### config.mk
export PLATFORM = sky130hd
export DESIGN_NAME = hazard_ctrl_flat
export DESIGN_NICKNAME = d
export VERILOG_FILES = /design/src/rtl/hazard_ctrl_if.sv /design/src/rtl/hazard_ctrl.sv /design/src/flat_wrapper.sv
export SDC_FILE = /design/constraint.sdc
export NUM_CORES = 1
export LEC_CHECK = 0
export ABC_AREA = 1
export CELL_PAD_IN_SITES_DETAIL_PLACEMENT = 1
export CELL_PAD_IN_SITES_GLOBAL_PLACEMENT = 2
export CORE_MARGIN = 5
export CORE_UTILIZATION = 35
export DETAILED_ROUTE_END_ITERATION = 12
export DONT_BUFFER_PORTS = 1
export GPL_ROUTABILITY_DRIVEN = 0
export PLACE_DENSITY = 0.94
export SYNTH_ARGS = -nofsm -noshare
export SYNTH_HDL_FRONTEND = slang
export SYNTH_SLANG_ARGS = --single-unit
### constraint.sdc
create_clock -name clock -period 3.38 [get_ports clock]
set_input_delay 0.338 -clock clock [delete_from_list [all_inputs] [get_ports clock]]
set_output_delay 0.338 -clock clock [all_outputs]
set_load 0.1 [all_outputs]
### src/rtl/hazard_ctrl_if.sv
// Hazard control bus: pipeline status flowing into the hazard controller and the
// pause/bubble controls flowing back out to the PC and pipeline registers.
interface hazard_ctrl_if;
   // Status from ID / EX / MEM stages
   logic [4:0] id_rs1;
   logic [4:0] id_rs2;
   logic       id_use_rs1;
   logic       id_use_rs2;
   logic [4:0] ex_rd;
   logic       ex_mem_read;
   logic       ex_div_start;
   logic       ex_branch_taken;
   logic       mem_req;
   logic       mem_ready;

   // Freeze / flush controls back to the pipeline
   logic       pc_pause;
   logic       pause_if_id;
   logic       bubble_if_id;
   logic       pause_id_ex;
   logic       bubble_id_ex;
   logic       pause_ex_mem;
   logic       bubble_ex_mem;
   logic       pause_mem_wb;
   logic       bubble_mem_wb;
   logic       div_busy;
   logic       mem_fault;

   // Pipeline side: reports stage status, obeys the controls
   modport master (
      output id_rs1, id_rs2, id_use_rs1, id_use_rs2, ex_rd, ex_mem_read,
             ex_div_start, ex_branch_taken, mem_req, mem_ready,
      input  pc_pause, pause_if_id, bubble_if_id, pause_id_ex, bubble_id_ex,
             pause_ex_mem, bubble_ex_mem, pause_mem_wb, bubble_mem_wb,
             div_busy, mem_fault
   );

   // Hazard controller side
   modport slave (
      input  id_rs1, id_rs2, id_use_rs1, id_use_rs2, ex_rd, ex_mem_read,
             ex_div_start, ex_branch_taken, mem_req, mem_ready,
      output pc_pause, pause_if_id, bubble_if_id, pause_id_ex, bubble_id_ex,
             pause_ex_mem, bubble_ex_mem, pause_mem_wb, bubble_mem_wb,
             div_busy, mem_fault
   );
endinterface

### src/rtl/hazard_ctrl.sv
// Hazard controller: single source of pipeline freeze/flush decisions.
// Handles load-use stalls, taken-branch flushes, multi-cycle divide stalls and
// data-memory wait states with a timeout abort.
module hazard_ctrl #(
   parameter int DIV_CYCLES  = 32,
   parameter int MEM_TIMEOUT = 255
) (
   input  logic          clock,
   input  logic          reset_n,
   hazard_ctrl_if.slave  hz
);

   localparam int DW = $clog2(DIV_CYCLES) + 1;

   localparam logic [1:0] ST_RUN   = 2'd0;
   localparam logic [1:0] ST_MWAIT = 2'd1;
   localparam logic [1:0] ST_DIV   = 2'd2;

   logic [1:0]    state, state_nxt;
   logic [7:0]    wcnt, wcnt_nxt;
   logic [DW-1:0] dcnt, dcnt_nxt;
   logic          fault_nxt;
   logic          load_use;

   // Load-use: a load in EX writes a register the ID instruction reads (x0 never hazards)
   assign load_use = hz.ex_mem_read && (hz.ex_rd != 5'd0) &&
                     ((hz.id_use_rs1 && (hz.id_rs1 == hz.ex_rd)) ||
                      (hz.id_use_rs2 && (hz.id_rs2 == hz.ex_rd)));

   // Next-state, counter updates and same-cycle pause/bubble controls
   always_comb begin
      // NOTE: every output gets a default first so no path leaves a latch behind.
      state_nxt        = state;
      wcnt_nxt         = wcnt;
      dcnt_nxt         = dcnt;
      fault_nxt        = 1'b0;
      hz.pc_pause      = 1'b0;
      hz.pause_if_id   = 1'b0;
      hz.bubble_if_id  = 1'b0;
      hz.pause_id_ex   = 1'b0;
      hz.bubble_id_ex  = 1'b0;
      hz.pause_ex_mem  = 1'b0;
      hz.bubble_ex_mem = 1'b0;
      hz.pause_mem_wb  = 1'b0;
      hz.bubble_mem_wb = 1'b0;
      hz.div_busy      = 1'b0;

      case (state)
         ST_RUN: begin
            if (hz.mem_req && !hz.mem_ready) begin
               // Memory not ready: freeze everything up to EX/MEM, bubble into WB
               hz.pc_pause      = 1'b1;
               hz.pause_if_id   = 1'b1;
               hz.pause_id_ex   = 1'b1;
               hz.pause_ex_mem  = 1'b1;
               hz.bubble_mem_wb = 1'b1;
               state_nxt        = ST_MWAIT;
               wcnt_nxt         = 8'd1;
            end else if (hz.ex_div_start) begin
               // Divide start cycle counts as the first of DIV_CYCLES stall cycles
               hz.pc_pause      = 1'b1;
               hz.pause_if_id   = 1'b1;
               hz.pause_id_ex   = 1'b1;
               hz.bubble_ex_mem = 1'b1;
               hz.div_busy      = 1'b1;
               state_nxt        = ST_DIV;
               dcnt_nxt         = DW'(DIV_CYCLES - 1);
            end else if (hz.ex_branch_taken) begin
               // Flush wrong-path instructions; any load-use in ID dies with them
               hz.bubble_if_id  = 1'b1;
               hz.bubble_id_ex  = 1'b1;
            end else if (load_use) begin
               hz.pc_pause      = 1'b1;
               hz.pause_if_id   = 1'b1;
               hz.bubble_id_ex  = 1'b1;
            end
         end

         ST_MWAIT: begin
            if (hz.mem_ready || !hz.mem_req) begin
               // Access completes: let MEM result flow on, no controls this cycle
               state_nxt = ST_RUN;
               wcnt_nxt  = 8'd0;
            end else if (wcnt == 8'(MEM_TIMEOUT)) begin
               // Give up on the access: drop it from WB and flag the abort next cycle
               hz.bubble_mem_wb = 1'b1;
               fault_nxt        = 1'b1;
               state_nxt        = ST_RUN;
               wcnt_nxt         = 8'd0;
            end else begin
               hz.pc_pause      = 1'b1;
               hz.pause_if_id   = 1'b1;
               hz.pause_id_ex   = 1'b1;
               hz.pause_ex_mem  = 1'b1;
               hz.bubble_mem_wb = 1'b1;
               wcnt_nxt         = (wcnt == 8'hFF) ? wcnt : wcnt + 8'd1;
            end
         end

         ST_DIV: begin
            // div_busy tracks the stall cycles; the release cycle consumes the
            // still-present ex_div_start without retriggering, and mem_req is ignored
            if (dcnt != '0) begin
               hz.pc_pause      = 1'b1;
               hz.pause_if_id   = 1'b1;
               hz.pause_id_ex   = 1'b1;
               hz.bubble_ex_mem = 1'b1;
               hz.div_busy      = 1'b1;
               dcnt_nxt         = dcnt - DW'(1);
            end else begin
               state_nxt = ST_RUN;
            end
         end

         default: begin
            state_nxt = ST_RUN;
            wcnt_nxt  = 8'd0;
            dcnt_nxt  = '0;
         end
      endcase

      // While in reset the whole pipeline is flushed and nothing is held
      if (!reset_n) begin
         hz.pc_pause      = 1'b0;
         hz.pause_if_id   = 1'b0;
         hz.pause_id_ex   = 1'b0;
         hz.pause_ex_mem  = 1'b0;
         hz.pause_mem_wb  = 1'b0;
         hz.bubble_if_id  = 1'b1;
         hz.bubble_id_ex  = 1'b1;
         hz.bubble_ex_mem = 1'b1;
         hz.bubble_mem_wb = 1'b1;
         hz.div_busy      = 1'b0;
      end
   end

   // State, wait/divide counters and registered fault pulse
   always_ff @(posedge clock or negedge reset_n) begin
      if (!reset_n) begin
         state        <= ST_RUN;
         wcnt         <= 8'd0;
         dcnt         <= '0;
         hz.mem_fault <= 1'b0;
      end else begin
         // NOTE: sequential state uses non-blocking assignments so all registers
         // update together from the values seen before the edge.
         state        <= state_nxt;
         wcnt         <= wcnt_nxt;
         dcnt         <= dcnt_nxt;
         hz.mem_fault <= fault_nxt;
      end
   end

endmodule

### src/flat_wrapper.sv
// flat-port wrapper written by rule: the top's interface ports become plain ports
module hazard_ctrl_flat 
#(
   parameter int DIV_CYCLES  = 32,
   parameter int MEM_TIMEOUT = 255
)
  (clock, reset_n, hz_id_rs1, hz_id_rs2, hz_id_use_rs1, hz_id_use_rs2, hz_ex_rd, hz_ex_mem_read, hz_ex_div_start, hz_ex_branch_taken, hz_mem_req, hz_mem_ready, hz_pc_pause, hz_pause_if_id, hz_bubble_if_id, hz_pause_id_ex, hz_bubble_id_ex, hz_pause_ex_mem, hz_bubble_ex_mem, hz_pause_mem_wb, hz_bubble_mem_wb, hz_div_busy, hz_mem_fault);
  hazard_ctrl_if hz_i ();
  input  logic clock;
  input  logic reset_n;
  input wire logic [$bits(hz_i.id_rs1)-1:0] hz_id_rs1;
  input wire logic [$bits(hz_i.id_rs2)-1:0] hz_id_rs2;
  input wire logic [$bits(hz_i.id_use_rs1)-1:0] hz_id_use_rs1;
  input wire logic [$bits(hz_i.id_use_rs2)-1:0] hz_id_use_rs2;
  input wire logic [$bits(hz_i.ex_rd)-1:0] hz_ex_rd;
  input wire logic [$bits(hz_i.ex_mem_read)-1:0] hz_ex_mem_read;
  input wire logic [$bits(hz_i.ex_div_start)-1:0] hz_ex_div_start;
  input wire logic [$bits(hz_i.ex_branch_taken)-1:0] hz_ex_branch_taken;
  input wire logic [$bits(hz_i.mem_req)-1:0] hz_mem_req;
  input wire logic [$bits(hz_i.mem_ready)-1:0] hz_mem_ready;
  output wire logic [$bits(hz_i.pc_pause)-1:0] hz_pc_pause;
  output wire logic [$bits(hz_i.pause_if_id)-1:0] hz_pause_if_id;
  output wire logic [$bits(hz_i.bubble_if_id)-1:0] hz_bubble_if_id;
  output wire logic [$bits(hz_i.pause_id_ex)-1:0] hz_pause_id_ex;
  output wire logic [$bits(hz_i.bubble_id_ex)-1:0] hz_bubble_id_ex;
  output wire logic [$bits(hz_i.pause_ex_mem)-1:0] hz_pause_ex_mem;
  output wire logic [$bits(hz_i.bubble_ex_mem)-1:0] hz_bubble_ex_mem;
  output wire logic [$bits(hz_i.pause_mem_wb)-1:0] hz_pause_mem_wb;
  output wire logic [$bits(hz_i.bubble_mem_wb)-1:0] hz_bubble_mem_wb;
  output wire logic [$bits(hz_i.div_busy)-1:0] hz_div_busy;
  output wire logic [$bits(hz_i.mem_fault)-1:0] hz_mem_fault;
  assign hz_i.id_rs1 = hz_id_rs1;
  assign hz_i.id_rs2 = hz_id_rs2;
  assign hz_i.id_use_rs1 = hz_id_use_rs1;
  assign hz_i.id_use_rs2 = hz_id_use_rs2;
  assign hz_i.ex_rd = hz_ex_rd;
  assign hz_i.ex_mem_read = hz_ex_mem_read;
  assign hz_i.ex_div_start = hz_ex_div_start;
  assign hz_i.ex_branch_taken = hz_ex_branch_taken;
  assign hz_i.mem_req = hz_mem_req;
  assign hz_i.mem_ready = hz_mem_ready;
  assign hz_pc_pause = hz_i.pc_pause;
  assign hz_pause_if_id = hz_i.pause_if_id;
  assign hz_bubble_if_id = hz_i.bubble_if_id;
  assign hz_pause_id_ex = hz_i.pause_id_ex;
  assign hz_bubble_id_ex = hz_i.bubble_id_ex;
  assign hz_pause_ex_mem = hz_i.pause_ex_mem;
  assign hz_bubble_ex_mem = hz_i.bubble_ex_mem;
  assign hz_pause_mem_wb = hz_i.pause_mem_wb;
  assign hz_bubble_mem_wb = hz_i.bubble_mem_wb;
  assign hz_div_busy = hz_i.div_busy;
  assign hz_mem_fault = hz_i.mem_fault;
  hazard_ctrl #(.DIV_CYCLES(DIV_CYCLES), .MEM_TIMEOUT(MEM_TIMEOUT)) u_core (.clock(clock), .reset_n(reset_n), .hz(hz_i));
endmodule
==> impl_metrics.toml <==
[timing]
hold_viol_final = 0
slew_headroom = 0.3253
fmax_mhz = 403.5
finClkSkew_ns = 0.001735
drv_slew = 0
post-route-period-util = 0.7331
setup_tns_ns = 0
setup_viol = 0
grt_setup_unrepaired = "false"
worst_slew_pin_slew_ns = 1.008
fin_crit_ns = 2.478

[routing]
wire_per_inst_um = 12.79
first_pass_iters = 4
drtIter0Drc = 53
avgViaCountPerCell = 4.717
ant_nets = 0
vias = 1198
wirelength_um = 3249
drcViolationCount = 0

[grt]
top_usage_layer = "met2"
grt_pass1_wl_um = 5754
grt_util_met2 = 0.2370
antenna_found_initial = 0
grt_overflow = 0
first_global_vias = 1268
grt_max_degree = 18
met3_usage = 0.03551
grt_util_all_layers = 0.1398
grt_util_met1 = 0.1876

[synthesis]
synth_area_leaders = "dfrtp_1 33%, nand2_1 18%, inv_1 10%"
syn_area_per_cell_um2 = 6.470
async_reset_ff_frac = 1.000
synthDistinctLibCells = 27
ys_warn_count = 0
synth_top_area_frac = 0.3304
synth_simple_gate_area_share = 0.3858
yosys.area.top_type = "dfrtp_1"
synth.mux.area_fraction = 0
syn_nets = 226
netlist_area_mm2 = 0.001287
synth_flop_cell = "dfrtp_1"
synth_fa_ha_area_frac = 0.02915
synth_xor_area_frac = 0.02041
ys_seq_area_frac = 0.3304
synth_edf_count = 0
yosys_register_bits = 17
synth_top_family_by_area = "simple AND/OR/NAND/NOR gates"
syn-instance-count = 199
synth-compound-area-share = 0.1088

[floorplan]
core_mm2 = 0.003606
die_y_um = 70.65
rows = 22
start_util = 0.3570
dieArea_mm2 = 0.004991
die_w_um = 70.65
ios = 35

[clock_tree]
cts_tree = "done"
root_buffer = "clkbuf_8"
clock_sinks = 17
path_clk_slew_ns = 0.07
cts_inserted_buffers = 3
post_cts_buffers = 0
clockBufferDepth = 2
clk_latency_ns = 0.25
cts_htree_levels = 1

[worst_hold_path]
hold_path.class = "input port to register"

[status]
status = "finished, final reports clean"

[finish]
multi_input_area_um2 = 713.2
num_antenna_cells = 0
areaGrowthSynthToFinish_pct = 10.79
design_area_mm2 = 0.001426
drive_gt1_frac = 0.1408
fin_nets = 234
num-fill-cells = 482
register_area_um2 = 425.4

[worst_setup_path]
slowest_delay_ns = 0.74
worst_path_max_delay_cell = "nand2_2"
r2r_start = "u_core.dcnt[0]"
worstSetupStartpointType = "register"
critPathCaptureType = "primary output"
arrival_ns = 2.14
reg2reg_to = "u_core.dcnt[4]"
required_ns = 3.04
path_cells = "ha_1 -> nand2_1 -> nor2_2 -> nand2_2 -> nand2_4 -> nand3_2 -> nand2_1 -> nand2_2"
r2r_slack_ns = 2.00
rr_worst_depth = 7
cp-endpoint = "hz_pc_pause"
crit_fanout = 7
worstSetupStartpoint = "u_core.wcnt[0]"
path_class = "register to primary output"

[place]
placed_cell_area_mm2 = 0.001371
place_hpwl_um = 2589
io_buffers = 0

[power]
power.density_mw_per_mm2 = 693.4
p_leak_nw = 0.7547
ir_drop_uv = 391.4

[run]
maxCapViolCount = 0
==> layout make-up <==
cell class	count	area share
multi-input cells	142	0.5000
flip-flops and latches	17	0.2982
inverters	38	0.1000
well taps	48	0.04211
clock buffers	4	0.03158
repair buffers	5	0.02807
==> logic make-up (layout without fill, tap and decap cells) <==
group,Yosys count,count (layout)
simple gates,110,110
buf+inv,40,47
compound gates,25,25
flops,17,17
fa+ha+maj,3,3
xor+xnor,3,3
other cells,1,1
==> cells in the final DEF (no fill, tap or decap), types with 2 or more instances in the layout <==
cell type / count
nor2_1: 16
dfrtp_1: 17
nand3_2: 2
buf_4: 4
nand3_1: 13
inv_2: 3
nor2_2: 5
inv_1: 35
xor2_1: 2
o22ai_1: 3
nand2_4: 2
a21oi_1: 2
nand2_1: 62
nand2_2: 5
ha_1: 3
o21ai_0: 14
clkbuf_8: 3
o21ai_2: 2
==> metal layers <==
| layer | vias to the layer above | share of wire |
|---|---|---|
| met5 | - | 0 |
| met4 | 0 | 0.0040 |
| met3 | 2 | 0.039 |
| met2 | 14 | 0.46 |
| met1 | 560 | 0.49 |
| li1 | 622 | - |
==> critical path: cells and delay by family, from the launching register on <==
family        cells  cell delay [ns]
simple gates      7             1.24
flops             1             0.41
fa+ha+maj         1             0.23
==> worst min-delay path by stage <==
stage,start,to,slack (ns),cells past startpoint
final,hz_mem_ready,u_core.wcnt[4],0.30,3
after detailed placement,reset_n,u_core.hz.mem_fault,0.04,0
after floorplan,reset_n,u_core.dcnt[0],0.04,0
after global routing,hz_mem_ready,u_core.wcnt[4],0.32,3
after CTS,hz_mem_ready,u_core.wcnt[4],0.30,3
after global placement,reset_n,u_core.wcnt[6],0.04,0
==> repair_timing <==
action | 4_1_cts | 5_1_grt
gates resized for setup | 0 | 0
hold endpoints to repair | 17 | 0
endpoints found under the setup margin | 0 | 0
hold buffers | 1 | 0
==> synthesized netlist by cell type, types with 2 or more instances <==
cell type,n
o21ai_0,14
nor2_1,17
nand2_2,4
buf_4,2
nand2_4,2
nand2_1,63
inv_1,35
nor2_2,4
xor2_1,2
ha_1,3
o22ai_1,3
inv_2,3
o21ai_2,2
a21oi_1,3
nand3_2,2
nand3_1,13
dfrtp_1,17
==> registers in the layout (all words and copies together), names as in the netlist <==
register	count
u_core.wcnt	8
u_core.state	2
u_core.hz.mem_fault	1
u_core.dcnt	6
==> stage by stage <==
step	hold slack, ns	setup WS [ns]	instances	util	power, mW
after detailed placement	0.04340	1.168	249	0.3803	0.8356
final	0.2988	0.9020	254	0.3956	0.9891
after global placement	0.04354	1.212	249	0.3803	0.8306
after global routing	0.3202	0.8050	254	0.3956	1.069
after floorplan	0.04241	0.6428	199	-	0.7516
after CTS	0.3038	0.8857	254	0.3956	1.001
==> power by group <==
group          switching, mW  leakage (nW)  total, mW  internal [mW]
Clock                 0.0735        0.0228      0.157         0.0837
Combinational          0.412         0.513      0.533          0.121
Sequential            0.0431         0.219      0.298          0.255
Total                  0.529         0.755      0.989          0.460
No activity file was read; power rests on OpenSTA's default activity.
